File: src/rtl/hazard_decoder_if.sv
// Fetch-side and issue-side handshake bundle for the hazard-aware decode stage.
interface hazard_decoder_if #(
    parameter int FWD_DEPTH = 2
);
    localparam int FW = $clog2(2*FWD_DEPTH+1);

    logic          in_valid;
    logic          in_ready;
    logic [31:0]   instruction;
    logic          flush;
    logic          out_valid;
    logic          out_ready;
    logic [3:0]    op, rd, rs, func, rt;
    logic [15:0]   imm;
    logic [19:0]   offs;
    logic [FW-1:0] rs_fwd, rt_fwd;
    logic          rd_fwd;
    logic [31:0]   issued_count;
    logic [31:0]   bubble_count;

    modport master (
        output in_valid, instruction, flush, out_ready,
        input  in_ready, out_valid, op, rd, rs, func, rt, imm, offs,
               rs_fwd, rt_fwd, rd_fwd, issued_count, bubble_count
    );

    modport slave (
        input  in_valid, instruction, flush, out_ready,
        output in_ready, out_valid, op, rd, rs, func, rt, imm, offs,
               rs_fwd, rt_fwd, rd_fwd, issued_count, bubble_count
    );
endinterface

File: src/rtl/hazard_decoder.sv
// Decode stage: splits instruction fields, searches a FWD_DEPTH writeback history
// for operand forwarding and inserts load-use / jump-register interlock bubbles.
module hazard_decoder #(
    parameter int  FWD_DEPTH       = 2,
    parameter int  LOAD_USE_STALL  = 1,
    parameter int  JR_STALL_CYCLES = 1,
    localparam int FW              = $clog2(2*FWD_DEPTH+1)
) (
    input  logic            clk,
    input  logic            rst_async,
    hazard_decoder_if.slave bus
);
    // Opcode encoding shared with the rest of the pipeline.
    localparam logic [3:0] OP_NOOP  = 4'h0, OP_ARITH = 4'h1, OP_AR_IM = 4'h2,
                           OP_TEST  = 4'h3, OP_TS_IM = 4'h4, OP_LOAD  = 4'h5,
                           OP_JR    = 4'h8, OP_JALR  = 4'hA;

    typedef struct packed {
        logic       vld;
        logic       ld;
        logic [3:0] rd;
    } hist_t;
    typedef hist_t [FWD_DEPTH-1:0] hist_vec_t;

    typedef struct packed {
        logic [3:0]    op, rd, rs, func, rt;
        logic [15:0]   imm;
        logic [19:0]   offs;
        logic [FW-1:0] rs_fwd, rt_fwd;
        logic          rd_fwd;
    } dec_t;

    typedef enum logic {RUN, STALL} state_t;

    state_t      state;
    logic [2:0]  stall_cnt;
    hist_vec_t   hist;
    dec_t        dec_q, dec_d;
    logic        out_valid_q;
    logic [31:0] issued_q, bubble_q;

    logic [3:0]  in_op, in_rd, in_rs, in_rt;
    logic        is_load, is_wb, is_jr, advance, need_stall, issue, bubble;
    logic [2:0]  stall_len;
    hist_t       new_entry;

    function automatic logic hit(hist_t e, logic [3:0] r);
        return e.vld && (e.rd != 4'd0) && (e.rd == r);
    endfunction

    // Walk oldest to newest so the nearest matching producer wins.
    function automatic logic [FW-1:0] fwd_sel(hist_vec_t h, logic [3:0] r);
        logic [FW-1:0] sel;
        sel = '0;
        for (int k = FWD_DEPTH-1; k >= 0; k--)
            if (hit(h[k], r)) sel = h[k].ld ? FW'(FWD_DEPTH+k+1) : FW'(k+1);
        return sel;
    endfunction

    assign in_op = bus.instruction[31:28];
    assign in_rd = bus.instruction[27:24];
    assign in_rs = bus.instruction[23:20];
    assign in_rt = bus.instruction[3:0];

    always_comb begin
        is_load    = (in_op == OP_LOAD);
        is_wb      = (in_op inside {OP_ARITH, OP_AR_IM, OP_TEST, OP_TS_IM}) || is_load;
        is_jr      = (in_op inside {OP_JR, OP_JALR});
        advance    = !out_valid_q || bus.out_ready;
        need_stall = bus.in_valid &&
                     ((is_jr && hit(hist[0], in_rs)) ||
                      ((LOAD_USE_STALL != 0) && hist[0].ld &&
                       (hit(hist[0], in_rs) || hit(hist[0], in_rt))));
        bus.in_ready = !rst_async &&
                       (bus.flush || (advance && state == RUN && !need_stall));
        issue      = bus.in_valid && bus.in_ready && !bus.flush;
        bubble     = (state == STALL) || need_stall;
        stall_len  = is_jr ? 3'(JR_STALL_CYCLES) : 3'd1;
        new_entry  = issue ? {is_wb, is_load, in_rd} : '0;
        dec_d      = {in_op, in_rd, in_rs, bus.instruction[19:16], in_rt,
                      bus.instruction[15:0], bus.instruction[19:0],
                      fwd_sel(hist, in_rs), fwd_sel(hist, in_rt), hit(hist[0], in_rd)};
    end

    // The detecting edge is itself the first bubble, so stall_cnt holds the remainder.
    always_ff @(posedge clk or posedge rst_async) begin
        if (rst_async) begin
            state       <= RUN;
            stall_cnt   <= '0;
            hist        <= '0;
            dec_q       <= '0;
            out_valid_q <= 1'b0;
            issued_q    <= '0;
            bubble_q    <= '0;
        end else if (bus.flush) begin
            state       <= RUN;
            stall_cnt   <= '0;
            hist        <= '0;
            out_valid_q <= 1'b0;
        end else if (advance) begin
            for (int k = FWD_DEPTH-1; k > 0; k--) hist[k] <= hist[k-1];
            hist[0]     <= new_entry;
            out_valid_q <= issue;
            if (issue) begin
                dec_q <= dec_d;
                if (in_op != OP_NOOP && !(&issued_q)) issued_q <= issued_q + 32'd1;
            end
            if (bubble && !(&bubble_q)) bubble_q <= bubble_q + 32'd1;
            if (state == STALL) begin
                stall_cnt <= stall_cnt - 3'd1;
                if (stall_cnt == 3'd1) state <= RUN;
            end else if (need_stall) begin
                stall_cnt <= stall_len - 3'd1;
                if (stall_len > 3'd1) state <= STALL;
            end
        end
    end

    assign bus.out_valid    = out_valid_q;
    assign bus.op           = dec_q.op;
    assign bus.rd           = dec_q.rd;
    assign bus.rs           = dec_q.rs;
    assign bus.func         = dec_q.func;
    assign bus.rt           = dec_q.rt;
    assign bus.imm          = dec_q.imm;
    assign bus.offs         = dec_q.offs;
    assign bus.rs_fwd       = dec_q.rs_fwd;
    assign bus.rt_fwd       = dec_q.rt_fwd;
    assign bus.rd_fwd       = dec_q.rd_fwd;
    assign bus.issued_count = issued_q;
    assign bus.bubble_count = bubble_q;
endmodule
File: src/flat_wrapper.sv
// flat-port wrapper written by rule: the top's interface ports become plain ports
module hazard_decoder_flat 
#(
    parameter int  FWD_DEPTH       = 2,
    parameter int  LOAD_USE_STALL  = 1,
    parameter int  JR_STALL_CYCLES = 1,
    localparam int FW              = $clog2(2*FWD_DEPTH+1)
)
  (clk, rst_async, bus_in_valid, bus_instruction, bus_flush, bus_out_ready, bus_in_ready, bus_out_valid, bus_op, bus_rd, bus_rs, bus_func, bus_rt, bus_imm, bus_offs, bus_rs_fwd, bus_rt_fwd, bus_rd_fwd, bus_issued_count, bus_bubble_count);
  hazard_decoder_if #(.FWD_DEPTH(FWD_DEPTH)) bus_i ();
  input  logic clk;
  input  logic rst_async;
  input wire logic [$bits(bus_i.in_valid)-1:0] bus_in_valid;
  input wire logic [$bits(bus_i.instruction)-1:0] bus_instruction;
  input wire logic [$bits(bus_i.flush)-1:0] bus_flush;
  input wire logic [$bits(bus_i.out_ready)-1:0] bus_out_ready;
  output wire logic [$bits(bus_i.in_ready)-1:0] bus_in_ready;
  output wire logic [$bits(bus_i.out_valid)-1:0] bus_out_valid;
  output wire logic [$bits(bus_i.op)-1:0] bus_op;
  output wire logic [$bits(bus_i.rd)-1:0] bus_rd;
  output wire logic [$bits(bus_i.rs)-1:0] bus_rs;
  output wire logic [$bits(bus_i.func)-1:0] bus_func;
  output wire logic [$bits(bus_i.rt)-1:0] bus_rt;
  output wire logic [$bits(bus_i.imm)-1:0] bus_imm;
  output wire logic [$bits(bus_i.offs)-1:0] bus_offs;
  output wire logic [$bits(bus_i.rs_fwd)-1:0] bus_rs_fwd;
  output wire logic [$bits(bus_i.rt_fwd)-1:0] bus_rt_fwd;
  output wire logic [$bits(bus_i.rd_fwd)-1:0] bus_rd_fwd;
  output wire logic [$bits(bus_i.issued_count)-1:0] bus_issued_count;
  output wire logic [$bits(bus_i.bubble_count)-1:0] bus_bubble_count;
  assign bus_i.in_valid = bus_in_valid;
  assign bus_i.instruction = bus_instruction;
  assign bus_i.flush = bus_flush;
  assign bus_i.out_ready = bus_out_ready;
  assign bus_in_ready = bus_i.in_ready;
  assign bus_out_valid = bus_i.out_valid;
  assign bus_op = bus_i.op;
  assign bus_rd = bus_i.rd;
  assign bus_rs = bus_i.rs;
  assign bus_func = bus_i.func;
  assign bus_rt = bus_i.rt;
  assign bus_imm = bus_i.imm;
  assign bus_offs = bus_i.offs;
  assign bus_rs_fwd = bus_i.rs_fwd;
  assign bus_rt_fwd = bus_i.rt_fwd;
  assign bus_rd_fwd = bus_i.rd_fwd;
  assign bus_issued_count = bus_i.issued_count;
  assign bus_bubble_count = bus_i.bubble_count;
  hazard_decoder #(.FWD_DEPTH(FWD_DEPTH), .LOAD_USE_STALL(LOAD_USE_STALL), .JR_STALL_CYCLES(JR_STALL_CYCLES)) u_core (.clk(clk), .rst_async(rst_async), .bus(bus_i));
endmodule
File: config.mk
export PLATFORM = sky130hd
export DESIGN_NAME = hazard_decoder_flat
export DESIGN_NICKNAME = d
export VERILOG_FILES = /design/src/rtl/hazard_decoder_if.sv /design/src/rtl/hazard_decoder.sv /design/src/flat_wrapper.sv
export SDC_FILE = /design/constraint.sdc
export NUM_CORES = 1
export LEC_CHECK = 0
export ABC_AREA = 0
export CAP_MARGIN = 5
export CORE_MARGIN = 3
export CORE_UTILIZATION = 52
export DETAILED_ROUTE_END_ITERATION = 6
export PLACE_DENSITY = 0.95
export SYNTH_ARGS = -nofsm -noshare
export SYNTH_HDL_FRONTEND = slang
export SYNTH_SLANG_ARGS = --single-unit
File: constraint.sdc
create_clock -name clk -period 7.4 [get_ports clk]
set_input_delay 1.48 -clock clk [delete_from_list [all_inputs] [get_ports clk]]
set_output_delay 1.48 -clock clk [all_outputs]
set_load 0.005 [all_outputs]
==> metrics.txt, run 1 <==
Layout Cells excl Fill 834; CP max stage delay 810 ps; Die W 114 µm; Crit path max-delay family buffers and inverters; max-cap violations 0; outcome finished, final reports clean; initial antenna violation count 0; DP Wirelength 11.0 mm; RSZ-0062 raised after global routing no; Top FF cell, synth dfrtp_1; ratio of cells with drive above 1 in the final layout 8.79%; Post-Syn Nets 582; number of distinct library cells after synthesis 49; Fillers 703; Least-Margin Pin Slew 979 ps; P_leak 3.50 nW; class of the worst hold path reg2reg; Area Overhead vs Synth 34.3%; Startpoint Class input port; Syn Area/Cell 11.2 µm²; Peak Freq 174 MHz; VDD IR max 166 µV; Mapped Area 6040 µm²; io pins 166; crit path capture type primary output; Crit Path Max Fanout 19; crit-path cells clkdlybuf4s50_1, xor2_1, nor3_1, a41oi_2, and2_1, a21oi_1, nor2_1, clkdlybuf4s50_1; post-layout util 73.3%; max-slew violations 0; clk root buf clkbuf_16; slowest CP cell and2_1; number of instances in the placed design 802; vias in the first global route 5044; synth warn 0; CP dominant cell by count clkdlybuf4s50_1; CTS clock-pin slew for the worst setup and hold paths 50 ps; Detailed Route WL 15.6 mm; final worst setup slack 1650 ps; core footprint 11100 µm²; #FFs+latches synth 120; minimum clock period 5750 ps; largest net degree at the start of global routing 70; worst skew pair latency 410 ps; Max-slew headroom 34.7%; input/output buffers 165; CTS resizes 0; post-place setup slack 1710 ps; Placed Area 7560 µm²; WL/cell 18.7 µm; crit path kind in2out; DRT Pass-1 Iters 5; Post-CTS Setup Inserts 0; Die H 114 µm; Antenna Violating Nets Remaining 0; post-route clock period utilization 77.7%; worst path bufs/invs 2; Clock Skews 13.1 ps; number of H-tree levels 4; post-cts hold buffer count 0; Fin. Hold Viols 0; final setup vio count 0; Final nets 722; clock sink total 120; design area 8120 µm²; sequential area share after synthesis 49.7%; worst path required time 5920 ps; multi-input combinational cell area 2660 µm²; # diodes 0; Starting DRT DRC Count 252; Initial Util 54.6%; hold slack 486 ps; CTS Buf Count 17; Synth async-reset ratio 100%; Post-synth EDFFs 0; crit path DAT 4270 ps; Core Rows 38; GRT overflow 0; Total GRT Usage 24.5%; via/cell ratio 5.81; clk buf depth 2; die footprint 13000 µm²; Final GP Congestion 0.871; Register Area 3000 µm²; pwr dens 222 nW/µm²; TritonCTS clock tree built; # DRC 0; total power 1.80 mW; Final TNS setup 0 ps; Synth Instances 541; via count 4847; global-route wire length before repair 25.1 mm
-- routing by layer --
metal,vias up,part of all wire [%],global-route usage [%]
met5,-,0,0
met4,0,3.4,11.9
met3,53,7.4,5.89
met2,272,50,41.2
met1,2371,39,29.5
li1,2151,-,-
-- cell families after synthesis --
family	synth area share, %
flip-flops	49.7
multiplexers	6.87
XOR/XNOR	11.9
adder cells (fa/ha/maj)	0.828
buffers and inverters	6.38
AND/OR/NAND/NOR	20.1
AO/OA/AOI/OAI	4.29
-- placed cells by master (no fill, tap or decap), types with 4 or more instances in the layout --
master           instances
a22o_1                   4
nor2_1                  30
and2_1                   4
clkbuf_16               17
ha_1                     4
nand3_1                 29
clkdlybuf4s50_1        165
nand4_1                 32
clkinvlp_4               5
mux2_1                  35
o21ai_1                  6
nor4_2                   9
and3_1                  15
and4_1                   6
dfrtp_1                120
nor3_1                  12
xnor2_1                 36
nor3_2                   5
xor2_1                  46
nand2_1                 44
inv_1                   13
a21oi_1                 13
-- registers in the layout, indices dropped and copies added, names as in the netlist --
register	count
u_core.state	1
u_core.bus.rs	4
u_core.bus.rd_fwd	1
u_core.bus.rs_fwd	3
u_core.bus.rt_fwd	3
u_core.bus.bubble_count	32
u_core.bus.op	4
u_core.bus.out_valid	1
u_core.bus.rd	4
u_core.stall_cnt	3
u_core.bus.issued_count	32
u_core.hist	12
u_core.bus.offs	20
-- Yosys cell counts, types with 13 or more instances --
library cell | count | area, µm²
dfrtp_1 | 120 | 3000
xor2_1 | 46 | 403
nand2_1 | 44 | 165
xnor2_1 | 36 | 315
mux2_1 | 35 | 394
nand4_1 | 32 | 200
nor2_1 | 30 | 113
buf_4 | 29 | 218
nand3_1 | 29 | 145
and3_1 | 15 | 93.8
inv_1 | 14 | 52.6
a21oi_1 | 13 | 65.1
-- final timing paths --
check                      cells past startpoint          startpoint  slack, ps                          end
max reg2reg                                    6      u_core.hist[3]       4230          u_core.bus.offs[19]
min                                            1    u_core.bus.rd[3]        490             u_core.bus.rd[3]
max                                            8  bus_instruction[3]       1650                 bus_in_ready
min in group asynchronous                      2           rst_async       1640  u_core.bus.bubble_count[26]
min reg2reg                                    1    u_core.bus.rd[3]        490             u_core.bus.rd[3]
max in group asynchronous                      3           rst_async       4490  u_core.bus.issued_count[30]
-- layout make-up --
type	instances	area share, %
Multi-Input combinational cell	361	32.7
Tap cell	140	2.16
Inverter	14	0.678
Sequential cell	120	37.0
Clock buffer	21	5.67
Clock inverter	11	1.23
Timing Repair Buffer	167	20.5
-- power breakdown --
| group | switching [mW] | internal (mW) | leakage, nW |
|---|---|---|---|
| clock | 0.293 | 0.477 | 0.261 |
| sequential | 0.0506 | 0.706 | 1.59 |
| combinational | 0.0992 | 0.178 | 1.65 |
| total | 0.442 | 1.36 | 3.50 |
(Power assumes the default switching activity.)
==> run 2: changes to the inputs <==
CORE_UTILIZATION = 44   (was 52)
PLACE_DENSITY = 0.89   (was 0.95)
clock period = 5 ns   (was 7.4 ns; I/O delays follow)
==> metrics.txt, run 2 (synthesis gave the netlist of run 1 again) <==
outcome finished, final reports clean; TritonCTS clock tree built; vias in the first global route 4919 (-2.5%); Register Area 3000 µm² (unchanged); via/cell ratio 5.44 (-6.4%); number of H-tree levels 4 (unchanged); max-cap violations 0 (unchanged); Critical Path Start bus_instruction[30]; Worst R2R Path Depth 7 (+1); Antenna Violating Nets Remaining 0 (unchanged); slowest CP cell clkdlybuf4s50_1; pwr dens 337 nW/µm² (+52%); Peak Freq 234 MHz; Final nets 725 (+0.42%); RSZ-0062 raised after global routing no; WL/cell 18.0 µm (-4.0%); CP max stage delay 500 ps (-310 ps); clk root buf clkbuf_16; ratio of cells with drive above 1 in the final layout 9.47% (+0.68 points); crit path DAT 3270 ps (-1000 ps); post-route clock period utilization 85.3%; Startpoint Class input port; worst path bufs/invs 2 (unchanged); clock sink total 120 (unchanged); Total GRT Usage 21.0% (-3.5 points); multi-input combinational cell area 2660 µm² (unchanged); Detailed Route WL 15.7 mm (+0.50%); Starting DRT DRC Count 326 (+29%); CTS resizes 0 (unchanged); Crit path max-delay family buffers and inverters; VDD IR max 211 µV (+27%); Final GP Congestion 0.859 (-1.3%); crit-path cells clkdlybuf4s50_1, or3b_1, a211oi_2, nand3_1, and2_1, a21oi_1, nor2_1, clkdlybuf4s50_1; Reg2Reg Launch Point u_core.bus.bubble_count[0]; Core Rows 42 (+11%); WHS Path Cells 1 (unchanged); Post-CTS Setup Inserts 0 (unchanged); post-layout util 61.8% (-11 points); CP dominant cell by count clkdlybuf4s50_1; hold slack 484 ps (-1.84 ps); minimum clock period 4270 ps; Crit. path cell count 8 (unchanged); worst path required time 4000 ps (-1920 ps); P_leak 3.55 nW (+1.4%); Fin. Hold Viols 0 (unchanged); core footprint 13300 µm² (+20%); Die H 123 µm (+8.3%); Area Overhead vs Synth 36.5%; clk buf depth 2 (unchanged); Initial Util 45.3% (-9.3 points); Fillers 1033 (+47%); Least-Margin Pin Slew 960 ps (-18.7 ps); Die W 123 µm (+8.3%); largest net degree at the start of global routing 79 (+13%); initial antenna violation count 0 (unchanged); Clock Skews 11.6 ps (-1.52 ps); DP Wirelength 11.3 mm (+2.9%); final setup vio count 0 (unchanged); die footprint 15200 µm² (+17%); post-cts hold buffer count 0 (unchanged); GRT overflow 0 (unchanged); max-slew violations 0 (unchanged); input/output buffers 165 (unchanged); CTS clock-pin slew for the worst setup and hold paths 60 ps (about the same); CTS Buf Count 17 (unchanged); class of the worst hold path reg2reg; Hold Path Origin u_core.bus.rs[3]; worst skew pair latency 420 ps (about the same); global-route wire length before repair 24.9 mm (-0.88%); DRT Pass-1 Iters 5 (unchanged); via count 4750 (-2.0%); # diodes 0 (unchanged); # DRC 0 (unchanged); most common cell after layout, fill and taps aside clkdlybuf4s50_1; io pins 166 (unchanged); crit path kind in2out; Max-slew headroom 36.0% (+1.2 points); Crit Path Max Fanout 6 (-13); Final TNS setup 0 ps (unchanged); crit path capture type primary output; commonest non-fill, non-tap cells in the layout 165 x clkdlybuf4s50_1, 120 x dfrtp_1, 46 x xor2_1
run 2: changes by cell type in the layout (fill, tap and decap cells not counted):
cell,before,now
bufinv_16,1,3
inv_6,0,1
clkbuf_1,2,0
clkinvlp_4,5,3
buf_4,2,4
buf_12,0,1
clkinv_2,3,2
clkbuf_8,2,1
clkinv_4,2,5
run 2: metrics by stage:
| step | std cells | area (µm²) | setup WS (ps) | power [mW] |
|---|---|---|---|---|
| 2_1_floorplan | 541 | 6040 | 814 | 1.30 |
| 3_3_place_gp | 841 | 7640 | 864 | 1.53 |
| 3_5_place_dp | 841 | 7640 | 822 | 1.55 |
| 4_1_cts | 873 | 8250 | 759 | 2.81 |
| 5_1_grt | 873 | 8250 | 645 | 2.90 |
| 6_report | 873 | 8250 | 735 | 2.78 |
run 2: worst register-to-register path, delay by kind of cell, from the launching register on:
kind / cells / cell delay (ps)
xor+xnor: 1 / 190
fa+ha+maj: 1 / 220
buf+inv: 1 / 100
flops: 1 / 440
simple gates: 4 / 1740
run 2: layer usage:
metal	GRT usage (%)	vias up	share of wire [%]
met5	0	-	0
met4	8.30	0	1.7
met3	6.82	20	8.3
met2	36.2	201	51
met1	24.0	2362	39
li1	-	2167	-
run 2: where the power goes:
group	total, mW	internal [mW]	switching (mW)	leakage (nW)
Clock	1.25	0.799	0.451	0.292
Combinational	0.414	0.264	0.150	1.66
Sequential	1.12	1.04	0.0734	1.59
Total	2.78	2.11	0.674	3.55
run 2: area by class of cell:
cell class	instances	share of cell area, %
Tap cell	176	2.67
Timing Repair Buffer	170	20.6
Inverter	14	0.667
Multi-Input combinational cell	361	32.2
Sequential cell	120	36.4
Clock buffer	18	5.32
Clock inverter	14	2.12
run 2: final timing paths:
kind / slack (ps) / end
hold reg to reg: 480 / u_core.bus.rs[3]
setup / recovery: 730 / bus_in_ready
setup reg to reg: 2180 / u_core.bus.bubble_count[19]
min in group asynchronous: 1270 / u_core.hist[11]
max in group asynchronous: 2810 / u_core.bus.bubble_count[28]
hold / removal: 480 / u_core.bus.rs[3]
